--- src/rtl/lsu_mm_seq.sv ---
// -----------------------------------------------------------------------------
// lsu_mm_seq -- matmul tile sequencer for the WRAM / IRAM operand buffers.
//
// This block accepts one matmul command and splits it along K into 1..16 tiles.
// For each tile it sends one start pulse to both operand buffers. The pulse
// carries the row length, the column length and the start address. The block
// then waits for an end-of-stream from both buffers before it issues the next
// tile. It marks MXU accumulator clear (tile 0) and the last tile, and it
// pulses seq_done when the whole command has finished.
//
// Ports
//   clk, rst                 clock, synchronous active-high reset
//   seq_cmd_*                command handshake (vld/rdy) and command fields
//   seq_wram_ctrl_*          start pulse + row/col length + start address to WRAM
//   seq_iram_ctrl_*          start pulse + row/col length + start address to IRAM
//   seq_wram_end/iram_end    end-of-stream pulses from the buffers
//   seq_mxu_acc_clr          pulse with the tile-0 start pulse
//   seq_mxu_acc_last         level from the last tile's issue through done
//   seq_busy, seq_done       status
//
// Every output comes straight from a flop. Each output flop is loaded from the
// decode of the next state, so the outputs line up with the state register and
// no input reaches an output through combinational logic alone.
// -----------------------------------------------------------------------------
module lsu_mm_seq #(
  parameter logic [11:0] WRAM_STRIDE = 12'h100,
  parameter logic [11:0] IRAM_STRIDE = 12'h010
) (
  input  logic        clk,
  input  logic        rst,
  input  logic        seq_cmd_vld,
  output logic        seq_cmd_rdy,
  input  logic [11:0] seq_cmd_wram_addr,
  input  logic [11:0] seq_cmd_iram_addr,
  input  logic [3:0]  seq_cmd_tile_cnt,
  input  logic [3:0]  seq_cmd_row_len,
  input  logic [3:0]  seq_cmd_col_len,
  output logic        seq_wram_ctrl_vld,
  output logic [3:0]  seq_wram_ctrl_row_len,
  output logic [3:0]  seq_wram_ctrl_col_len,
  output logic [11:0] seq_wram_ctrl_start_addr,
  output logic        seq_iram_ctrl_vld,
  output logic [3:0]  seq_iram_ctrl_row_len,
  output logic [3:0]  seq_iram_ctrl_col_len,
  output logic [11:0] seq_iram_ctrl_start_addr,
  input  logic        seq_wram_end,
  input  logic        seq_iram_end,
  output logic        seq_mxu_acc_clr,
  output logic        seq_mxu_acc_last,
  output logic        seq_busy,
  output logic        seq_done
);

  typedef enum logic [1:0] {
    S_IDLE  = 2'd0,
    S_ISSUE = 2'd1,
    S_WAIT  = 2'd2,
    S_DONE  = 2'd3
  } state_e;

  state_e      state_q, state_d;
  logic [3:0]  tile_idx_q, tile_idx_d;
  logic [3:0]  tile_cnt_q, tile_cnt_d;
  logic [3:0]  row_len_q, row_len_d;
  logic [3:0]  col_len_q, col_len_d;
  logic        wram_seen_q, wram_seen_d;
  logic        iram_seen_q, iram_seen_d;

  // Output flops. Both buffers always receive the same pulse and lengths, so
  // each of these values is held in a single flop.
  logic        ctrl_vld_q, ctrl_vld_d;
  logic [3:0]  ctrl_row_q, ctrl_row_d;
  logic [3:0]  ctrl_col_q, ctrl_col_d;
  // The address outputs also act as the running per-tile address. The value
  // base + idx*stride is formed by adding the stride once at each issue.
  logic [11:0] wram_addr_q, wram_addr_d;
  logic [11:0] iram_addr_q, iram_addr_d;
  logic        acc_clr_q, acc_clr_d;
  logic        acc_last_q, acc_last_d;
  logic        busy_q, busy_d;
  logic        rdy_q, rdy_d;
  logic        done_q, done_d;

  logic        issue_go;   // next cycle is an ISSUE cycle
  logic        both_ends;

  always_comb begin
    // NOTE: every signal gets a default first, so no path through the case
    // leaves a variable unassigned and no latch is inferred.
    state_d     = state_q;
    tile_idx_d  = tile_idx_q;
    tile_cnt_d  = tile_cnt_q;
    row_len_d   = row_len_q;
    col_len_d   = col_len_q;
    wram_seen_d = wram_seen_q;
    iram_seen_d = iram_seen_q;
    wram_addr_d = wram_addr_q;
    iram_addr_d = iram_addr_q;
    ctrl_row_d  = ctrl_row_q;
    ctrl_col_d  = ctrl_col_q;
    issue_go    = 1'b0;
    // An end pulse counts if it arrives now or if it was seen earlier in this WAIT.
    both_ends   = (wram_seen_q | seq_wram_end) & (iram_seen_q | seq_iram_end);

    case (state_q)
      S_IDLE: begin
        if (seq_cmd_vld && rdy_q) begin
          tile_cnt_d  = seq_cmd_tile_cnt;
          row_len_d   = seq_cmd_row_len;
          col_len_d   = seq_cmd_col_len;
          tile_idx_d  = 4'd0;
          wram_addr_d = seq_cmd_wram_addr;
          iram_addr_d = seq_cmd_iram_addr;
          state_d     = S_ISSUE;
          issue_go    = 1'b1;
        end
      end
      S_ISSUE: begin
        wram_seen_d = 1'b0;
        iram_seen_d = 1'b0;
        state_d     = S_WAIT;
      end
      S_WAIT: begin
        wram_seen_d = wram_seen_q | seq_wram_end;
        iram_seen_d = iram_seen_q | seq_iram_end;
        if (both_ends) begin
          if (tile_idx_q == tile_cnt_q) begin
            state_d = S_DONE;
          end else begin
            tile_idx_d  = tile_idx_q + 4'd1;
            wram_addr_d = wram_addr_q + WRAM_STRIDE;   // wraps modulo 4096
            iram_addr_d = iram_addr_q + IRAM_STRIDE;
            state_d     = S_ISSUE;
            issue_go    = 1'b1;
          end
        end
      end
      S_DONE: begin
        state_d = S_IDLE;
      end
      default: begin
        state_d = S_IDLE;
      end
    endcase

    // Decode the registered outputs from the next state.
    ctrl_vld_d = issue_go;
    acc_clr_d  = issue_go && (tile_idx_d == 4'd0);
    if (issue_go) begin
      // Only the last tile is partial. Every earlier tile uses full 16x16 lengths.
      ctrl_row_d = (tile_idx_d == tile_cnt_d) ? row_len_d : 4'hF;
      ctrl_col_d = (tile_idx_d == tile_cnt_d) ? col_len_d : 4'hF;
    end
    rdy_d      = (state_d == S_IDLE);
    busy_d     = (state_d != S_IDLE);
    done_d     = (state_d == S_DONE);
    acc_last_d = (state_d != S_IDLE) && (tile_idx_d == tile_cnt_d);
  end

  // NOTE: sequential state uses non-blocking assignments only, so every flop
  // samples the values from before the edge no matter how the statements are ordered.
  always_ff @(posedge clk) begin
    if (rst) begin
      state_q     <= S_IDLE;
      tile_idx_q  <= 4'd0;
      tile_cnt_q  <= 4'd0;
      row_len_q   <= 4'd0;
      col_len_q   <= 4'd0;
      wram_seen_q <= 1'b0;
      iram_seen_q <= 1'b0;
      ctrl_vld_q  <= 1'b0;
      ctrl_row_q  <= 4'd0;
      ctrl_col_q  <= 4'd0;
      wram_addr_q <= 12'h000;
      iram_addr_q <= 12'h000;
      acc_clr_q   <= 1'b0;
      acc_last_q  <= 1'b0;
      busy_q      <= 1'b0;
      rdy_q       <= 1'b1;
      done_q      <= 1'b0;
    end else begin
      state_q     <= state_d;
      tile_idx_q  <= tile_idx_d;
      tile_cnt_q  <= tile_cnt_d;
      row_len_q   <= row_len_d;
      col_len_q   <= col_len_d;
      wram_seen_q <= wram_seen_d;
      iram_seen_q <= iram_seen_d;
      ctrl_vld_q  <= ctrl_vld_d;
      ctrl_row_q  <= ctrl_row_d;
      ctrl_col_q  <= ctrl_col_d;
      wram_addr_q <= wram_addr_d;
      iram_addr_q <= iram_addr_d;
      acc_clr_q   <= acc_clr_d;
      acc_last_q  <= acc_last_d;
      busy_q      <= busy_d;
      rdy_q       <= rdy_d;
      done_q      <= done_d;
    end
  end

  assign seq_cmd_rdy              = rdy_q;
  assign seq_wram_ctrl_vld        = ctrl_vld_q;
  assign seq_wram_ctrl_row_len    = ctrl_row_q;
  assign seq_wram_ctrl_col_len    = ctrl_col_q;
  assign seq_wram_ctrl_start_addr = wram_addr_q;
  assign seq_iram_ctrl_vld        = ctrl_vld_q;
  assign seq_iram_ctrl_row_len    = ctrl_row_q;
  assign seq_iram_ctrl_col_len    = ctrl_col_q;
  assign seq_iram_ctrl_start_addr = iram_addr_q;
  assign seq_mxu_acc_clr          = acc_clr_q;
  assign seq_mxu_acc_last         = acc_last_q;
  assign seq_busy                 = busy_q;
  assign seq_done                 = done_q;

endmodule

--- config.mk ---
export PLATFORM = sky130hd
export DESIGN_NAME = lsu_mm_seq
export DESIGN_NICKNAME = d
export VERILOG_FILES = /design/src/rtl/lsu_mm_seq.sv
export SDC_FILE = /design/constraint.sdc
export NUM_CORES = 1
export LEC_CHECK = 0
export CAP_MARGIN = 20
export CORE_ASPECT_RATIO = 0.9
export CORE_MARGIN = 8
export CORE_UTILIZATION = 51
export CTS_BUF_LIST = sky130_fd_sc_hd__clkbuf_4
export CTS_CLUSTER_DIAMETER = 100
export DETAILED_ROUTE_END_ITERATION = 7
export PLACE_DENSITY_LB_ADDON = 0.25
export SLEW_MARGIN = 10
export SYNTH_ARGS = -nofsm -noshare
export SYNTH_HDL_FRONTEND = slang
export SYNTH_SLANG_ARGS = --single-unit
--- constraint.sdc ---
create_clock -name clk -period 4.6 [get_ports clk]
set_clock_uncertainty 0.1 [all_clocks]
set_input_delay 0.92 -clock clk [delete_from_list [all_inputs] [get_ports clk]]
set_output_delay 0.92 -clock clk [all_outputs]
set_load 0.02 [all_outputs]
Word level (Yosys, flattened, before mapping):

Index checks and enable logic that the tools add are counted.

* add/subtract/negate cells: 3
* equal/unequal tests: 9
* multiplexer cells: 30
* bitwise gates (word level): 3
* reduce and logical (&&, ||, !) cells: 10

Operator list (count)
* 12-bit 2-to-1 mux: 6
* 12-bit one-hot mux with 2 select lines: 2
* 4-bit 2-to-1 mux: 11
* 12-bit by 5-bit adder with 12-bit output, second input constant: 1
* 12-bit by 9-bit adder with 12-bit output, second input constant: 1
* 4-bit equality test: 2
* 2-bit one-hot mux with 4 select lines: 1
* 4-bit one-hot mux with 2 select lines: 1
* 2-bit equality test, second input constant: 3
* 2-bit 2-to-1 mux: 3
* 2-bit inequality test, second input constant: 3
* 1-bit one-hot mux with 2 select lines: 3
* 2-bit nonzero test: 3
* 4-bit by 1-bit adder with 4-bit output, second input constant: 1
* 2-bit zero test: 2
* 4-bit zero test: 1
* 4-bit AND reduction: 1
* 1-bit logical AND: 3
* 1-bit 2-to-1 mux: 3
* 2-bit by 1-bit equality test with 1-bit output, second input constant: 1
* 1-bit bitwise OR: 2
* 1-bit AND: 1

* register bits: 58
* input port bits: 41
* output and inout port bits: 47
* word-level logic and storage cells: 72

Longest topological paths before layout:

* depth in word-level cells: 6
* depth in mapped cells: 10
* depth with buffers taken out: 8

Least setup slack after synthesis:

Ideal clock, no wire load.

* path kind: input to register
* start: in seq_wram_end
* end: reg acc_last_q (netlist: seq_mxu_acc_last)
* setup time: 0.117 ns
* arrival time: 2.276 ns
* slack: 2.107 ns
* cell stages on the path: 7
* path buffers: 1
* cells stage by stage: o221a_2 o41ai_4 o2bb2ai_1 or3_1 and4b_1 buf_6 and4bb_1

* cells in the longest elaborated chain, start to end: 6

Ends and longest elaborated chain
* from (decl): line 46 `input logic seq_wram_end,`
* 1-bit bitwise OR *: line 103 `both_ends = (wram_seen_q | seq_wram_end) & (iram_seen_q | seq_iram_end);`
* 1-bit AND *: line 103
* 4-bit 2-to-1 mux or 2-bit 2-to-1 mux (tied branches): line 126 `if (both_ends) begin`
* 4-bit one-hot mux with 2 select lines or 2-bit one-hot mux with 4 select lines (tied branches): line 105 `case (state_q)`
* 4-bit equality test or 2-bit nonzero test (tied branches): line 157 `acc_last_d = (state_d != S_IDLE) && (tile_idx_d == tile_cnt_d);`
* 1-bit logical AND *: line 157
* to (signal assigned): line 195 `acc_last_q <= acc_last_d;`
* to (decl): line 79 `logic acc_last_q, acc_last_d;`

Mark *: on every way between the ends. The rest lies on a longest branch, timed or not.
A chain may end at the register's enable or synchronous reset.

Final worst setup path:

* start: reg state_q[0]
* end: reg acc_last_q (netlist: seq_mxu_acc_last)

* cells in the longest elaborated chain, start to end: 4

Ends and longest elaborated chain
* from (decl): line 61 `state_e state_q, state_d;`
* from (signal assigned): line 182 `state_q <= state_d;`
* 2-bit equality test, or another cell as far along: line 105
* 4-bit one-hot mux with 2 select lines, or another cell as far along: line 105
* 4-bit equality test or 2-bit nonzero test (tied branches): line 157
* 1-bit logical AND *: line 157

Marked as above.

==> results_dict.tcl <==
set metrics [dict create \
    status "finished, final reports clean" \
    final_common_cell "clkdlybuf4s50_1" \
    wire_per_inst_um 15.7 \
    yosys_warnings 0 \
    required_ns 4.79 \
    overflow 0 \
    synth_top_family_by_area "compound AO/OA/AOI/OAI gates" \
    synthArstFlopShare_pct 0 \
    drt_iter0_markers 134 \
    synth_nets 342 \
    antenna_found_initial 0 \
    place.port_buffers 87 \
    peakVddDrop_mv 0.371 \
    cts.path.max_buffers 2 \
    fin_crit_ns 2.97 \
    arrival_ns 3.16 \
    routed_wl_um 6910 \
    insertedDiodeCount 0 \
    mostFrequentLayoutCells "86 x clkdlybuf4s50_1, 58 x dfxtp_1, 47 x nor2_1" \
    leakage_nw 1.44 \
    die_w_um 92.1 \
    gp_congestion 0.860 \
    clkSinkCount 58 \
    ctsHoldBuffers 0 \
    critPathMaxFanout 22 \
    worstMarginPinSlew_ns 0.961 \
    drv_cap 0 \
    vias 2437 \
    ff2ff_setup_slack_ns 1.63 \
    track_usage_pct 18.3 \
    rsz0062_at_grt "false" \
    grt_pass1_vias 2454 \
    synth_seq_area_share_pct 43.7 \
    die_h_um 84.5 \
    synth.avg_cell_area_um2 8.99 \
    io_pins 88 \
    cts_tree "built" \
    die_area_um2 7790 \
    relSlewSlack_pct 35.9 \
    ctsResizeCount 0 \
    cts_setup_buffers 0 \
    synthMuxAreaShare_pct 5.64 \
    synthAdderAreaFrac_pct 2.35 \
    num-nets-final 415 \
    synth_cell_types 44 \
    power.density_nw_per_um2 647 \
    worstSetupPathType "flip-flop to flip-flop" \
    area_delta_synth_final_pct 36.5 \
    core_um2 5130 \
    fp-row-count 25 \
    total_power_mw 2.35 \
    viasPerCell 5.53 \
    synth_area_um2 2660 \
    drive_above_1_share_pct 6.68 \
    period_share_pct 64.5 \
    synth_xor_area_share_pct 1.93 \
    start_kind "flip-flop" \
    ys_seq_elements 58 \
    setup_tns_ns 0 \
    grt_pass1_wl_um 11700 \
    dp_hpwl_um 5000 \
    cp-end-kind "flip-flop" \
    setup_violations 0 \
    fmax_mhz 337 \
    drc 0 \
    initial_core_util_pct 51.9 \
    yosys.area_share.simple_pct 17.8 \
    synth_edf_count 0 \
    cts_buffers 9 \
    clkSlewWorstSetupHoldPaths_ns 0.09 \
    synth_ff_type "dfxtp_1" \
    clkLatencyLatePin_ns 0.40 \
    synth_compound_area_share_pct 22.5 \
    h-tree-depth 3 \
    syn_inst 296 \
    ant_nets 0 \
    cts-root-buf "clkbuf_4" \
    hold_viol_final 0 \
    final_max_slew_viol_count 0 \
    dr.pass1.iters 4 \
    grt_max_degree 55 \
    hold_class "flip-flop to flip-flop" \
]
-- cell usage after synthesis (all sizes together), types with 3 or more instances --
cell type   n  area [µm²]
and3        6        37.5
mux2i      15         150
o21ai       8        40.0
nand2      21        78.8
clkbuf     16        60.1
ha          5        62.6
nor2       47         176
dfxtp      58        1160
nand2b      3        18.8
nand3       6        30.0
xor2        4        42.6
o2bb2ai     3        26.3
o21bai      9        67.6
or2         3        18.8
a41oi       8        70.1
a21oi      11        55.1
o31ai       3        22.5
nor3        5        36.3
a22oi      19         143
o22ai       3        18.8
inv         5        18.8
buf        11        83.8
-- through the flow --
stage          setup slack [ns]  hold WS, ns  std cells  cell area, µm²  utilization, %
4_1_cts                    1.64        0.408        441            3630            70.8
6_report                   1.63        0.405        441            3630            70.8
3_3_place_gp               1.55        0.372        425            3480            67.9
5_1_grt                    1.38        0.438        441            3630            70.8
2_1_floorplan              2.11        0.356        296            2660               -
3_5_place_dp               1.49        0.384        425            3480            67.9
-- routing by layer --
metal / GRT usage (%) / part of all wire (%) / vias up
met5: 0 / 0 / -
met4: 7.46 / 1.5 / 0
met3: 5.97 / 6.0 / 9
met2: 29.6 / 47 / 83
met1: 21.8 / 46 / 1145
li1: - / - / 1200
-- path summary, 6_finish.rpt --
| path | endpoint | startpoint | depth (start not counted) |
|---|---|---|---|
| min | row_len_q[2] | row_len_q[2] | 2 |
| max | seq_mxu_acc_last | state_q[0] | 8 |
| max reg2reg | seq_mxu_acc_last | state_q[0] | 8 |
| min reg2reg | row_len_q[2] | row_len_q[2] | 2 |
-- critical path, cell delays in order, from the launching register on --
cell and delay, ns:
dfxtp_1 0.37, inv_1 0.08, ha_1 0.44, inv_1 0.59, nand2_1 0.22, and3_1 0.25
or3_1 0.30, and4b_1 0.30, and4bb_1 0.23
-- report_power, final --
group / leakage [nW] / internal [mW] / total, mW / switching [mW]
sequential: 0.476 / 0.649 / 0.766 / 0.117
clock: 0.0784 / 0.214 / 0.401 / 0.187
combinational: 0.885 / 0.528 / 1.18 / 0.655
-- cell type report --
type                            instances  area [µm²]
Clock buffer                            9        67.6
Clock inverter                          7        83.8
Fill cell                             430        1500
Inverter                                5        18.8
Multi-Input combinational cell        206        1340
Sequential cell                        58        1160
Tap cell                               67        83.8
Timing Repair Buffer                   89         881
-- logic make-up after synthesis --
kind of cell    count (synthesis)
simple gates                  101
compound gates                 80
flops                          58
buf+inv                        32
mux                            15
xor+xnor                        5
fa+ha+maj                       5
-- registers in the layout (all words and copies together), names as in the netlist, 2 cells and up --
signal,cells
col_len_q,4
row_len_q,4
seq_iram_ctrl_col_len,4
seq_iram_ctrl_row_len,4
seq_iram_ctrl_start_addr,12
seq_wram_ctrl_start_addr,12
state_q,2
tile_cnt_q,4
tile_idx_q,4
Note: power is estimated with default switching activity, not from simulation.
==> RTL change 1: new RTL, same settings <==
The 4 states of `state_e` get a one-hot encoding in 4 bits.
--- a/src/rtl/lsu_mm_seq.sv
+++ b/src/rtl/lsu_mm_seq.sv
@@ -51,11 +51,11 @@
   output logic        seq_done
 );
 
-  typedef enum logic [1:0] {
-    S_IDLE  = 2'd0,
-    S_ISSUE = 2'd1,
-    S_WAIT  = 2'd2,
-    S_DONE  = 2'd3
+  typedef enum logic [3:0] {
+    S_IDLE  = 4'b0001,
+    S_ISSUE = 4'b0010,
+    S_WAIT  = 4'b0100,
+    S_DONE  = 4'b1000
   } state_e;
 
   state_e      state_q, state_d;
Function: no difference found for any inputs over 10 cycles, from zero or initial values and one cycle with rst high; not proved beyond that.
==> RTL change 1 against the original RTL <==
  * Count of clock-buffer cells in the layout grew 1
  * Core utilization grew 0.52 points
  * Non-clock buffer count grew 5
  * Sequential cell count grew 2
  * Synthesized cell count grew 10%
  * Worst setup slack lost 0.14 ns
  * Cell area grew 2.0%
  * Critical path depth shrank 1
  * Synthesized area grew 1.4%
  * Worst hold slack lost 0.051 ns
  * Routed wire length grew 4.7%
  * Critical path type is now in2reg
Power is not compared: it rests on default switching activity, and its combinational part moved more than twofold at a synthesized area within 25%.
==> RTL change 1: results (changes against the original RTL) <==
metric,value,unit,change
"Arr. time, crit path",3.27,ns,+0.11 ns
share of layout cells above drive strength 1,7.16,%,+0.48 points
largest cells by area after synthesis,"dfxtp_1 (45%), nand2_1 (6.5%), a21oi_1 (5.4%), nor2_1 (4.2%), nand3_1 (3.9%)",,
final hold viol count,0,,unchanged
worst-path fanout max,9,,-59%
first-pass GRT wire length,12000,um,+2.5%
Routed WL,7230,um,+4.7%
Worst R2R Setup Slack,1.68,ns,+0.05 ns
slowest CP cell,nor4_4,,
worst reg-to-reg path cell count,7,,-1
final worst path period share,67.6,%,+3.1 points
Fillers,436,,+1.4%
count of different cell masters after synthesis,48,,+9.1%
DP Worst Slack,1.11,ns,-0.387 ns
crit-path max cell delay,0.54,ns,-0.05 ns
gr usage total,18.7,%,+0.37 points
Placed Cells,456,,+7.3%
syn nets,370,,+8.2%
drt initial violations,216,,+61%
nets@finish,444,,+7.0%
slew margin rel.,35.5,%,-0.42 points
clock root buffer,clkbuf_4,,
setup bufs post-CTS,0,,unchanged
Avg Vias per Cell,5.62,,+1.6%
worst hold path class,reg2reg,,
Inserted Diodes,0,,unchanged
Final Wtd Congestion,0.810,,-5.8%
hpwl dp,5130,um,+2.6%
vias in the first global route,2502,,+2.0%
Post-Syn Instances,326,,+10%
post-route insts no fill,472,,+7.0%
clk buf depth,2,,unchanged
"Seq/Total Area, Yosys",44.5,%,+0.90 points
pin count of the biggest net entering global routing,57,,+3.6%
synth cell count leaders,"dfxtp_1 (60), nand2_1 (47), nor2_1 (30), a21oi_1 (29), nand3_1 (21)",,
status,"complete, no violations",,
RTL change 1: power by group:
group	switching, mW	total (mW)	leakage (nW)	internal [mW]
combinational	0.170	0.328	0.857	0.157
sequential	0.0284	0.589	0.492	0.560
clock	0.191	0.413	0.0876	0.222
RTL change 1: final cells by class:
class                      count  area, um2  share of cell area [%]
timing repair buffer          94        918                    24.8
tap                           67       83.8                    2.26
inverter                       1       3.75                   0.101
sequential                    60       1200                    32.4
clock inverter                 6       78.8                    2.13
clock buffer                  10       75.1                    2.03
multi-input combinational    234       1340                    36.3
RTL change 1: kinds of logic (layout without fill, tap and decap cells):
logic type	count (synthesis)	in the layout	synth area share, %
adders and majority gates	3	3	1.39
buffers and inverters	32	111	5.80
and+or+nand+nor	136	136	24.6
AOI/OAI and AO/OA	88	88	20.9
DFF	60	60	44.5
xor gates and xnor gates	4	4	1.58
muxes	3	3	1.11
RTL change 1: per-layer routing:
metal  global-route usage, %  vias to the layer above  share of wire [%]
met4                    8.63                        0                1.9
li1                        -                     1309                  -
met3                    6.26                       11                7.6
met2                    31.5                       84                 49
met1                    20.8                     1247                 42
met5                       0                        -                  0
RTL change 1: worst paths after layout:
kind	startpoint	to
worst min register to register	seq_iram_ctrl_start_addr[1]	seq_iram_ctrl_start_addr[1]
worst max register to register	state_q[0]	seq_iram_ctrl_row_len[1]
worst min-delay path	seq_iram_ctrl_start_addr[1]	seq_iram_ctrl_start_addr[1]
worst max-delay path	seq_cmd_vld	seq_iram_ctrl_row_len[1]
RTL change 1: through the flow:
stage	power [mW]	area (um2)	util, %	hold slack, ns
after floorplan	0.790	2700	-	0.336
after global placement	0.923	3550	68.4	0.337
after detailed placement	0.930	3550	68.4	0.342
after CTS	1.34	3700	71.3	0.357
after global routing	1.39	3700	71.3	0.371
final	1.33	3700	71.3	0.354
RTL change 1: worst register-to-register path: cells and delay by family (launching register included):
family          cells  cell delay, ns
mux                 1            0.36
buf+inv             1            0.29
compound gates      1            0.18
simple gates        4            1.44
flops               1            0.43
==> RTL change 2: new RTL, same flow settings <==
Without the edit above. Change the parameter `WRAM_STRIDE` from 12'h100 to 12'h080.
--- a/src/rtl/lsu_mm_seq.sv
+++ b/src/rtl/lsu_mm_seq.sv
@@ -23,7 +23,7 @@
 // no input reaches an output through combinational logic alone.
 // -----------------------------------------------------------------------------
 module lsu_mm_seq #(
-  parameter logic [11:0] WRAM_STRIDE = 12'h100,
+  parameter logic [11:0] WRAM_STRIDE = 12'h080,
   parameter logic [11:0] IRAM_STRIDE = 12'h010
 ) (
   input  logic        clk,
Check against the original RTL: not equivalent (a bounded check fails within 4 cycles, from zero or initial values and one cycle with rst high).
==> RTL change 2 against the original RTL <==
  * Routed wire length increased by 3.8%
  * Cell area increased by 1.2%
  * Maximum frequency decreased by 4.3%
  * Sequential cell count unchanged
  * Count of clock-buffer cells in the layout increased by 1
  * Synthesized area increased by 0.89%
  * Via count increased by 3.0%
  * Cell count increased by 0.91%
  * Power increased by 3.9%
  * Global-route usage about the same
  * Critical path type is now in2reg
  * Worst setup slack got worse by 0.13 ns
==> RTL change 2: results (changes against the original RTL) <==
metric,value,unit,change
gr usage total,18.3,%,-0.021 points
synth cell count leaders,"dfxtp_1 (58), nor2_1 (46), nand2_1 (24), a22oi_1 (19)",,
Hold EP,seq_iram_ctrl_start_addr[11],,
htree depth,3,,unchanged
hpwl dp,5100,um,+1.9%
initial antenna violation count,0,,unchanged
share of layout cells above drive strength 1,7.14,%,+0.46 points
slowest CP cell,and3_1,,
number of port buffers,87,,unchanged
nets@finish,419,,+0.96%
count of different cell masters after synthesis,45,,+2.3%
setup bufs post-CTS,0,,unchanged
CTS buffer count,9,,unchanged
"Gates resized, CTS repair",0,,unchanged
hold_sp,seq_iram_ctrl_start_addr[11],,
pin count of the biggest net entering global routing,55,,unchanged
worst-path fanout max,13,,-41%
"Arr. time, crit path",3.30,ns,+0.14 ns
Async SR Flop Fraction,0,%,unchanged
Worst-path clk slew,0.10,ns,
Hold Crit Depth,2,,unchanged
Final Wtd Congestion,0.908,,+5.6%
Inserted Diodes,0,,unchanged
worst hold path class,reg2reg,,
drt initial violations,182,,+36%
Clock group,0.467,mW,+16%
Peak VDD IR,0.000346,V,-6.9%
sequential power,0.764,mW,about the same
TritonRoute pass-1 iters,4,,unchanged
syn nets,347,,+1.5%
sw frac,40.2,%,-0.64 points
vias in the first global route,2436,,-0.73%
leak pwr,1.46,nW,+1.8%
status,"complete, no violations",,
clk_lat worst skew,0.39,ns,
"Seq/Total Area, Yosys",43.3,%,-0.39 points
Worst R2R Setup Slack,1.64,ns,
reg2reg end,seq_iram_ctrl_row_len[1],,
Avg Vias per Cell,5.64,,+2.1%
clk buf depth,2,,unchanged
crit-path max cell delay,0.69,ns,+0.10 ns
Wirelength per Cell,16.1,um,+2.9%
worst reg-to-reg path cell count,8,,unchanged
clock root buffer,clkbuf_4,,
largest cells by area after synthesis,"dfxtp_1 (43%), nor2_1 (6.4%), mux2i_1 (5.6%), a22oi_1 (5.3%), nand2_1 (3.4%)",,
Fillers,430,,unchanged
first-pass GRT wire length,11600,um,-0.95%
Syn. warnings,0,,unchanged
Reg-to-Reg Start,state_q[0],,
Post-DP Area,0.00350,mm2,+0.47%
worst slew pin tran,0.963,ns,+0.00199 ns
Top delay family on crit path,simple AND/OR/NAND/NOR gates,,
[RTL change 2: cell types whose count changed after synthesis]
cell	change
buf_1	+1
clkbuf_1	-1
nand2_1	+3
nand3_1	+1
nor2_1	-1
o211ai_1	+1
o21ai_0	+1
o31ai_1	+1
o32ai_1	-1
[RTL change 2: per-stage QoR]
stage                     std cells  hold slack (ns)  power, mW  utilization, %  worst slack, ns
after floorplan                 301            0.356       1.57               -             2.06
after global placement          429            0.371       1.95            67.8             1.16
after detailed placement        429            0.384       1.98            67.8             1.08
after CTS                       445            0.409       2.46            71.2             1.51
after global routing            445            0.432       2.59            71.2             1.41
final                           445            0.404       2.44            71.2             1.50
[RTL change 2: layout make-up]
class	count	area, um2	area share (%)
Inverter	5	18.8	0.510
Clock inverter	6	105	2.86
Sequential cell	58	1160	31.6
Tap cell	67	83.8	2.28
Clock buffer	10	75.1	2.04
Multi-Input combinational cell	211	1360	37.0
Timing Repair Buffer	88	873	23.7
[RTL change 2: logic make-up (layout without fill, tap and decap cells)]
family / count (synthesis) / count (layout) / share of synthesized area [%]
multiplexers: 15 / 15 / 5.59
XOR/XNOR: 5 / 5 / 1.91
adder cells (fa/ha/maj): 5 / 5 / 2.33
flip-flops: 58 / 58 / 43.3
AND/OR/NAND/NOR: 104 / 104 / 18.1
AO/OA/AOI/OAI: 82 / 82 / 22.7
buffers and inverters: 32 / 109 / 6.06
[RTL change 2: worst reg2reg max path, stage by stage (launching register included)]
cell and delay (ns):
dfxtp_1 0.33, inv_1 0.09, ha_1 0.60, inv_1 0.54, o21ai_0 0.29, o2bb2ai_1 0.19, or3_1 0.14, and4b_1 0.37
a41oi_1 0.17
[RTL change 2: worst max-delay path by stage]
| stage | from | endpoint | slack (ns) | depth (start not counted) |
|---|---|---|---|---|
| 4_1_cts | seq_cmd_vld | seq_mxu_acc_last | 1.51 | 6 |
| 3_5_place_dp | seq_cmd_vld | seq_mxu_acc_last | 1.08 | 6 |
| 6_report | seq_cmd_vld | seq_mxu_acc_last | 1.50 | 6 |
| 2_1_floorplan | seq_cmd_vld | seq_iram_ctrl_col_len[1] | 2.06 | 7 |
| 3_3_place_gp | seq_cmd_vld | seq_mxu_acc_last | 1.16 | 6 |
| 5_1_grt | seq_cmd_vld | seq_mxu_acc_last | 1.41 | 6 |
[RTL change 2: layer usage]
| layer | routed length (um) | global-route usage (%) | part of all wire, % |
|---|---|---|---|
| met1 | 2950 | 20.2 | 41 |
| met2 | 3540 | 30.9 | 49 |
| met3 | 567 | 7.32 | 7.9 |
| met4 | 116 | 6.87 | 1.6 |
| met5 | 0 | 0 | 0 |
